File: config.mk
export PLATFORM = sky130hd
export DESIGN_NAME = rd_master
export DESIGN_NICKNAME = d
export VERILOG_FILES = /design/src/rtl/rd_master.sv
export SDC_FILE = /design/constraint.sdc
export NUM_CORES = 1
export LEC_CHECK = 0
export ABC_AREA = 1
export BUFFER_PORTS_ARGS = -buffer_cell sky130_fd_sc_hd__buf_2
export CAP_MARGIN = 20
export CORE_UTILIZATION = 30
export DETAILED_ROUTE_END_ITERATION = 6
export GPL_TIMING_DRIVEN = 0
export PLACE_DENSITY = 0.52
export SETUP_SLACK_MARGIN = 0.5
export SLEW_MARGIN = 15
export SYNTH_ARGS = -nofsm -noshare
export SYNTH_HDL_FRONTEND = slang
export SYNTH_SLANG_ARGS = --single-unit
File: constraint.sdc
create_clock -name clk -period 2.79 [get_ports clk]
set_clock_uncertainty 0.15 [all_clocks]
set_input_delay 0.558 -clock clk [delete_from_list [all_inputs] [get_ports clk]]
set_output_delay 0.558 -clock clk [all_outputs]
set_load 0.005 [all_outputs]
File: src/rtl/rd_master.sv
// rd_master -- Avalon-MM pipelined read master with credit-bounded response buffer.
//
// Pops word addresses from a show-ahead address FIFO, issues pipelined
// reads to the memory bridge, and streams the returned words in issue order
// over a valid/ready interface. The number of pending reads (in flight,
// buffered, or currently being requested) never exceeds RSP_DEPTH, so the
// response buffer cannot overflow.
//
// Optional feature macro: RD_MASTER_STATS_EN adds stats_clear, words_cnt and
// stall_cnt (saturating delivered-word and waitrequest-stall counters).
//
// Ports:
//   clk, reset            clock, synchronous active-low reset
//   enable                permits issuing new reads
//   fifo_empty, fifo_out  address FIFO status and head word address
//   fifo_rdreq            FIFO pop strobe (same cycle as the fetch)
//   avm_*                 Avalon-MM read master
//   out_data/valid/ready  response stream
//   busy                  requests pending, in flight or buffered
//   stats_clear, words_cnt, stall_cnt   (RD_MASTER_STATS_EN only)
module rd_master #(
  parameter int RSP_DEPTH = 4
) (
  input  logic        clk,
  input  logic        reset,
  input  logic        enable,
  input  logic        fifo_empty,
  input  logic [31:0] fifo_out,
  output logic        fifo_rdreq,
  output logic [31:0] avm_address,
  output logic        avm_read,
  input  logic        avm_waitrequest,
  input  logic [31:0] avm_readdata,
  input  logic        avm_readdatavalid,
  output logic [31:0] out_data,
  output logic        out_valid,
  input  logic        out_ready,
  output logic        busy
`ifdef RD_MASTER_STATS_EN
  ,
  input  logic        stats_clear,
  output logic [31:0] words_cnt,
  output logic [31:0] stall_cnt
`endif
);

  localparam int AW = $clog2(RSP_DEPTH);
  localparam int CW = $clog2(RSP_DEPTH) + 1;
  localparam logic [CW-1:0] DEPTH_C = CW'(RSP_DEPTH);
  localparam logic [CW-1:0] ONE_C   = CW'(1);

  typedef enum logic {IDLE, REQ} state_t;

  state_t          state;
  logic [CW-1:0]   inflight;
  logic [CW-1:0]   occ;
  logic [AW-1:0]   wr_ptr;
  logic [AW-1:0]   rd_ptr;
  logic [31:0]     mem [RSP_DEPTH];

  logic [CW:0]     pending;
  logic            fetch_ok;
  logic            accept;
  logic            fetch;
  logic            pop;
  logic            rsp_wr;

  // Credit check uses registered counts only, so out_ready never reaches
  // fetch/avm_read combinationally; a pop frees its credit next cycle.
  // In REQ the outstanding request already holds one credit, which carries
  // over to in-flight on accept, so the same comparison covers back-to-back.
  assign pending  = {1'b0, inflight} + {1'b0, occ} + {{CW{1'b0}}, (state == REQ)};
  assign fetch_ok = enable && !fifo_empty && (pending < {1'b0, DEPTH_C});
  assign accept   = (state == REQ) && !avm_waitrequest;
  assign fetch    = reset && fetch_ok && ((state == IDLE) || accept);

  assign fifo_rdreq = fetch;

  assign out_valid = (occ != '0);
  assign out_data  = out_valid ? mem[rd_ptr] : '0;
  assign pop       = out_valid && out_ready;

  // Stray readdatavalid (nothing in flight, e.g. after reset) is dropped;
  // the full-and-no-pop guard only protects against a misbehaving slave.
  assign rsp_wr = avm_readdatavalid && (inflight != '0) && ((occ != DEPTH_C) || pop);

  assign busy = (state == REQ) || (inflight != '0) || (occ != '0);

  // Request stage: FSM with registered avm_read/avm_address
  always_ff @(posedge clk) begin
    if (!reset) begin
      state       <= IDLE;
      avm_read    <= 1'b0;
      avm_address <= '0;
    end else begin
      case (state)
        IDLE: begin
          if (fetch) begin
            avm_address <= fifo_out & 32'hFFFF_FFFC;
            avm_read    <= 1'b1;
            state       <= REQ;
          end
        end
        REQ: begin
          if (accept) begin
            if (fetch) begin
              avm_address <= fifo_out & 32'hFFFF_FFFC;
            end else begin
              avm_read <= 1'b0;
              state    <= IDLE;
            end
          end
        end
        default: begin
          state    <= IDLE;
          avm_read <= 1'b0;
        end
      endcase
    end
  end

  // Response stage: credit counters and buffer pointers
  always_ff @(posedge clk) begin
    if (!reset) begin
      inflight <= '0;
      occ      <= '0;
      wr_ptr   <= '0;
      rd_ptr   <= '0;
    end else begin
      case ({accept, rsp_wr})
        2'b10:   inflight <= inflight + ONE_C;
        2'b01:   inflight <= inflight - ONE_C;
        default: inflight <= inflight;
      endcase
      case ({rsp_wr, pop})
        2'b10:   occ <= occ + ONE_C;
        2'b01:   occ <= occ - ONE_C;
        default: occ <= occ;
      endcase
      if (rsp_wr) wr_ptr <= wr_ptr + AW'(1);
      if (pop)    rd_ptr <= rd_ptr + AW'(1);
    end
  end

  // Buffer storage carries data only; validity comes from occ.
  always_ff @(posedge clk) begin
    if (rsp_wr) mem[wr_ptr] <= avm_readdata;
  end

`ifdef RD_MASTER_STATS_EN
  function automatic logic [31:0] sat_inc(input logic [31:0] v);
    return (v == 32'hFFFF_FFFF) ? v : v + 32'd1;
  endfunction

  always_ff @(posedge clk) begin
    if (!reset) begin
      words_cnt <= '0;
      stall_cnt <= '0;
    end else if (stats_clear) begin
      words_cnt <= '0;
      stall_cnt <= '0;
    end else begin
      if (pop)                         words_cnt <= sat_inc(words_cnt);
      if (avm_read && avm_waitrequest) stall_cnt <= sat_inc(stall_cnt);
    end
  end
`endif

endmodule

==> results.txt <==
The average wire per standard cell is 14.3 µm. The share of the synthesized area in the top cell type is roughly 53%. No sink is reached through more buffers than the 2 on the longest clock path.

The maximum single-stage delay on the critical path came out at approximately 0.4 ns. For this run, the register share of the synthesized area comes to between 60% and 70%. The die covers 0.0248 mm².

Detailed routing inserted a total of roughly 5400 vias. The worst max-slew margin expressed relative to the limit came out at 50.7%. The flow ran to the end, and the final reports show no timing, DRC or antenna violations. The min-delay analysis places its worst path in the category in -> reg. The top fanout value on the critical path is 10. The hold violation count in the final report came out at 0.

Clock-pin slew was measured on the worst setup and hold paths at 0.07 ns. The slew at the pin with the worst max-slew slack is approximately 0.74 ns. After technology mapping, the gate count stands at roughly 750. The cell area that synthesis handed to floorplanning was roughly 0.0072 mm². The via count of the first global-routing pass came out at just over 5000. After the first detailed-routing iteration, the DRC count stood at 259. The clock period minus final worst setup slack came out at roughly 2.3 ns. The total power consumption of the routed design came out at approximately 6.3 mW. The average instance area after synthesis came out at 9.71 µm². The power density of the placed cells is 661 mW/mm².

The post-detailed-placement half-perimeter wirelength came out at ~12000 µm. The region available for standard cell placement spans around 0.024 mm². The post-detailed-routing wire length is between 15000 and 20000 µm.

The total I/O pin count is around 140. Setup violations remaining at the end of the flow were counted as 0. In this design, the largest share of critical-path delay is due to buffers and inverters. The maximum level of the CTS H-tree came out at 4. The count of warnings emitted by yosys is 0. The sum of buffers and inverters on the critical path came out at 3. The fraction of layout instances using a drive strength above 1 is 28.2%. Summed over all instances, the cell type with the most area after synthesis is edfxtp_1. Based on the critical path, the design can be clocked at up to 426 MHz. The total cell area at the placement stage came out at ~0.0084 mm².

The leakage power of the design came out at 4.06 nW. The signal arrival time at the worst endpoint came out at around 1.6 ns. The clock tree from TritonCTS is yes. The sink count of the clock tree came out at ~170. The count of different cell masters after synthesis came out at 22. By area the synthesized netlist is led by edfxtp_1 53%, dfxtp_1 12%, nor2_1 9.3%.

The final worst-path cycle share is between 80% and 90%. The cell that appears most often on the critical path is nor2_1. The data required time at the worst endpoint came out at 2.08 ns. STA classifies the critical path startpoint as a register.

The vias per cell is 4.29. The initial standard-cell utilization of the core is 30.7%. The number of synthesized flops with an enable pin is 128. The count of final max-slew check failures came out at 0. By startpoint and endpoint, the worst setup path is classified as reg -> out. For this run, asynchronously set or reset flops after synthesis account for 0%. The number of nets with antenna violations after detailed routing is 0. The maximum number of pins on one net before global-route repair came out at 22. The synthesis-to-layout area growth is 32.5%. Setup repair after global routing could not meet its margin everywhere. The finished layout cell area came out at 0.00960 mm². Leaving out fill and tap cells, the most frequent cells in the layout are 161 x nor2_1, 138 x buf_2, 128 x edfxtp_1. Measured along the x axis, the die boundary spans between 150 and 200 µm. The count of input and output buffers is 134. The DRC violation count after routing came out at 0. The highest ir drop seen on vdd is 0.310 mV. Walking the worst path, the cells encountered are buf_12 -> buf_8 -> nor2_1 -> nor2_1 -> o21ai_0 -> a21oi_1 -> buf_2.

The global placement routability congestion came out at between 0.7 and 0.8. The total congestion overflow came out at 0. The first global-routing pass estimated 27500 µm of wire. The largest individual stage delay along the critical path comes from the cell dfxtp_4. The number of nets in the finished design came out at approximately 1000. STA classifies the critical path endpoint as a primary output. The floorplan has 56 rows. The dominant register cell in the synthesized netlist is edfxtp_1. The max-cap violation count came out at 0.

Leaving out fill and tap cells, the most frequent cell in the layout is nor2_1. In this run, synthesis produced a sequential element count of between 150 and 200. In this run the clock root is driven by a clkbuf_16. The number of antenna diodes in the final layout is 0. The first-pass iteration count of the detailed router came out at 4. The global router's overall resource usage is approximately 15%.

The number of antenna violations at the first check in global routing is 1. The die height is approximately 160 µm. The total CTS buffers came out at 17. The clock latency reported for the late side of the worst-skew pair came out at approximately 0.43 ns.
==> synthesized netlist by cell type, drive strengths merged (4+ instances only) <==
cell / n
a21oi: 43
nor2: 180
clkbuf: 22
inv: 113
ha: 9
nand2: 75
buf: 19
o21ai: 73
nand3: 4
nand4: 30
dfxtp: 44
edfxtp: 128
==> where the power goes <==
| part | leakage (nW) | internal, mW | total (mW) | switching [mW] |
|---|---|---|---|---|
| Combinational | 2.28 | 0.520 | 1.19 | 0.670 |
| Clock | 0.259 | 1.24 | 2.28 | 1.04 |
| Sequential | 1.51 | 2.83 | 2.87 | 0.0421 |
==> stage by stage <==
| step | util, % | setup TNS [ns] | worst slack [ns] | hold slack, ns | instances |
|---|---|---|---|---|---|
| 6_report | 40.7 | 0 | 0.444 | 0.191 | 1255 |
| 5_1_grt | 40.7 | 0 | 0.360 | 0.180 | 1255 |
| 3_5_place_dp | 35.7 | -0.00496 | -0.00496 | 0.328 | 1204 |
| 2_1_floorplan | - | 0 | 0.435 | 0.304 | 747 |
| 4_1_cts | 39.6 | 0 | 0.381 | 0.180 | 1246 |
| 3_3_place_gp | 35.3 | -67.48 | -0.572 | 0.321 | 1200 |
==> layer usage <==
| metal | vias to the layer above | wire length (µm) | track usage, % |
|---|---|---|---|
| li1 | 2784 | - | - |
| met1 | 2450 | 8080 | 18.4 |
| met2 | 140 | 8480 | 24.8 |
| met3 | 10 | 1230 | 4.74 |
| met4 | 2 | 97 | 3.33 |
| met5 | - | 13 | 0 |
==> logic make-up (layout without fill, tap and decap cells) <==
logic type               count (synthesis)  after routing  synth area share, %
AO/OA/AOI/OAI                          116            116                 8.01
XOR/XNOR                                 1              1                0.121
other                                    1              2               0.0518
flip-flops                             172            172                 65.2
AND/OR/NAND/NOR                        290            290                 16.2
buffers and inverters                  155            344                 8.31
adder cells (fa/ha/maj)                 11             11                 2.11
==> layout make-up <==
type	instances	area [µm²]
multi-input cells	420	2100
fillers	2347	14000
inverters	114	442
flip-flops and latches	172	4740
clock inverters	15	136
well taps	319	399
repair buffers	157	972
clock buffers	17	425
plain buffers	41	395
==> repair_timing <==
action / CTS / global route
setup endpoints to repair: 132 / 37
setup buffers: 10 / 6
hold endpoints to repair: 0 / 0
hold buffers: 0 / 0
pin swaps: 18 / 27
gates resized for setup: 96 / 68
cloned: 0 / 3
==> final timing paths <==
| path | startpoint | endpoint | slack (ns) | cells after the start |
|---|---|---|---|---|
| worst min register to register | avm_read | avm_read | 0.34 | 2 |
| worst max-delay path | register | out_data[25] | 0.44 | 7 |
| worst min-delay path | avm_readdata[29] | mem[3][29] | 0.19 | 1 |
| worst max register to register | inflight[1] | inflight[2] | 0.71 | 12 |
==> registers in the layout, summed over array words and instances (netlist names), named ones only <==
register and flops:
rd_ptr 2, inflight 3, occ 3, wr_ptr 2, avm_address 30, mem 128
state 1, avm_read 1
(Power assumes the default switching activity.)
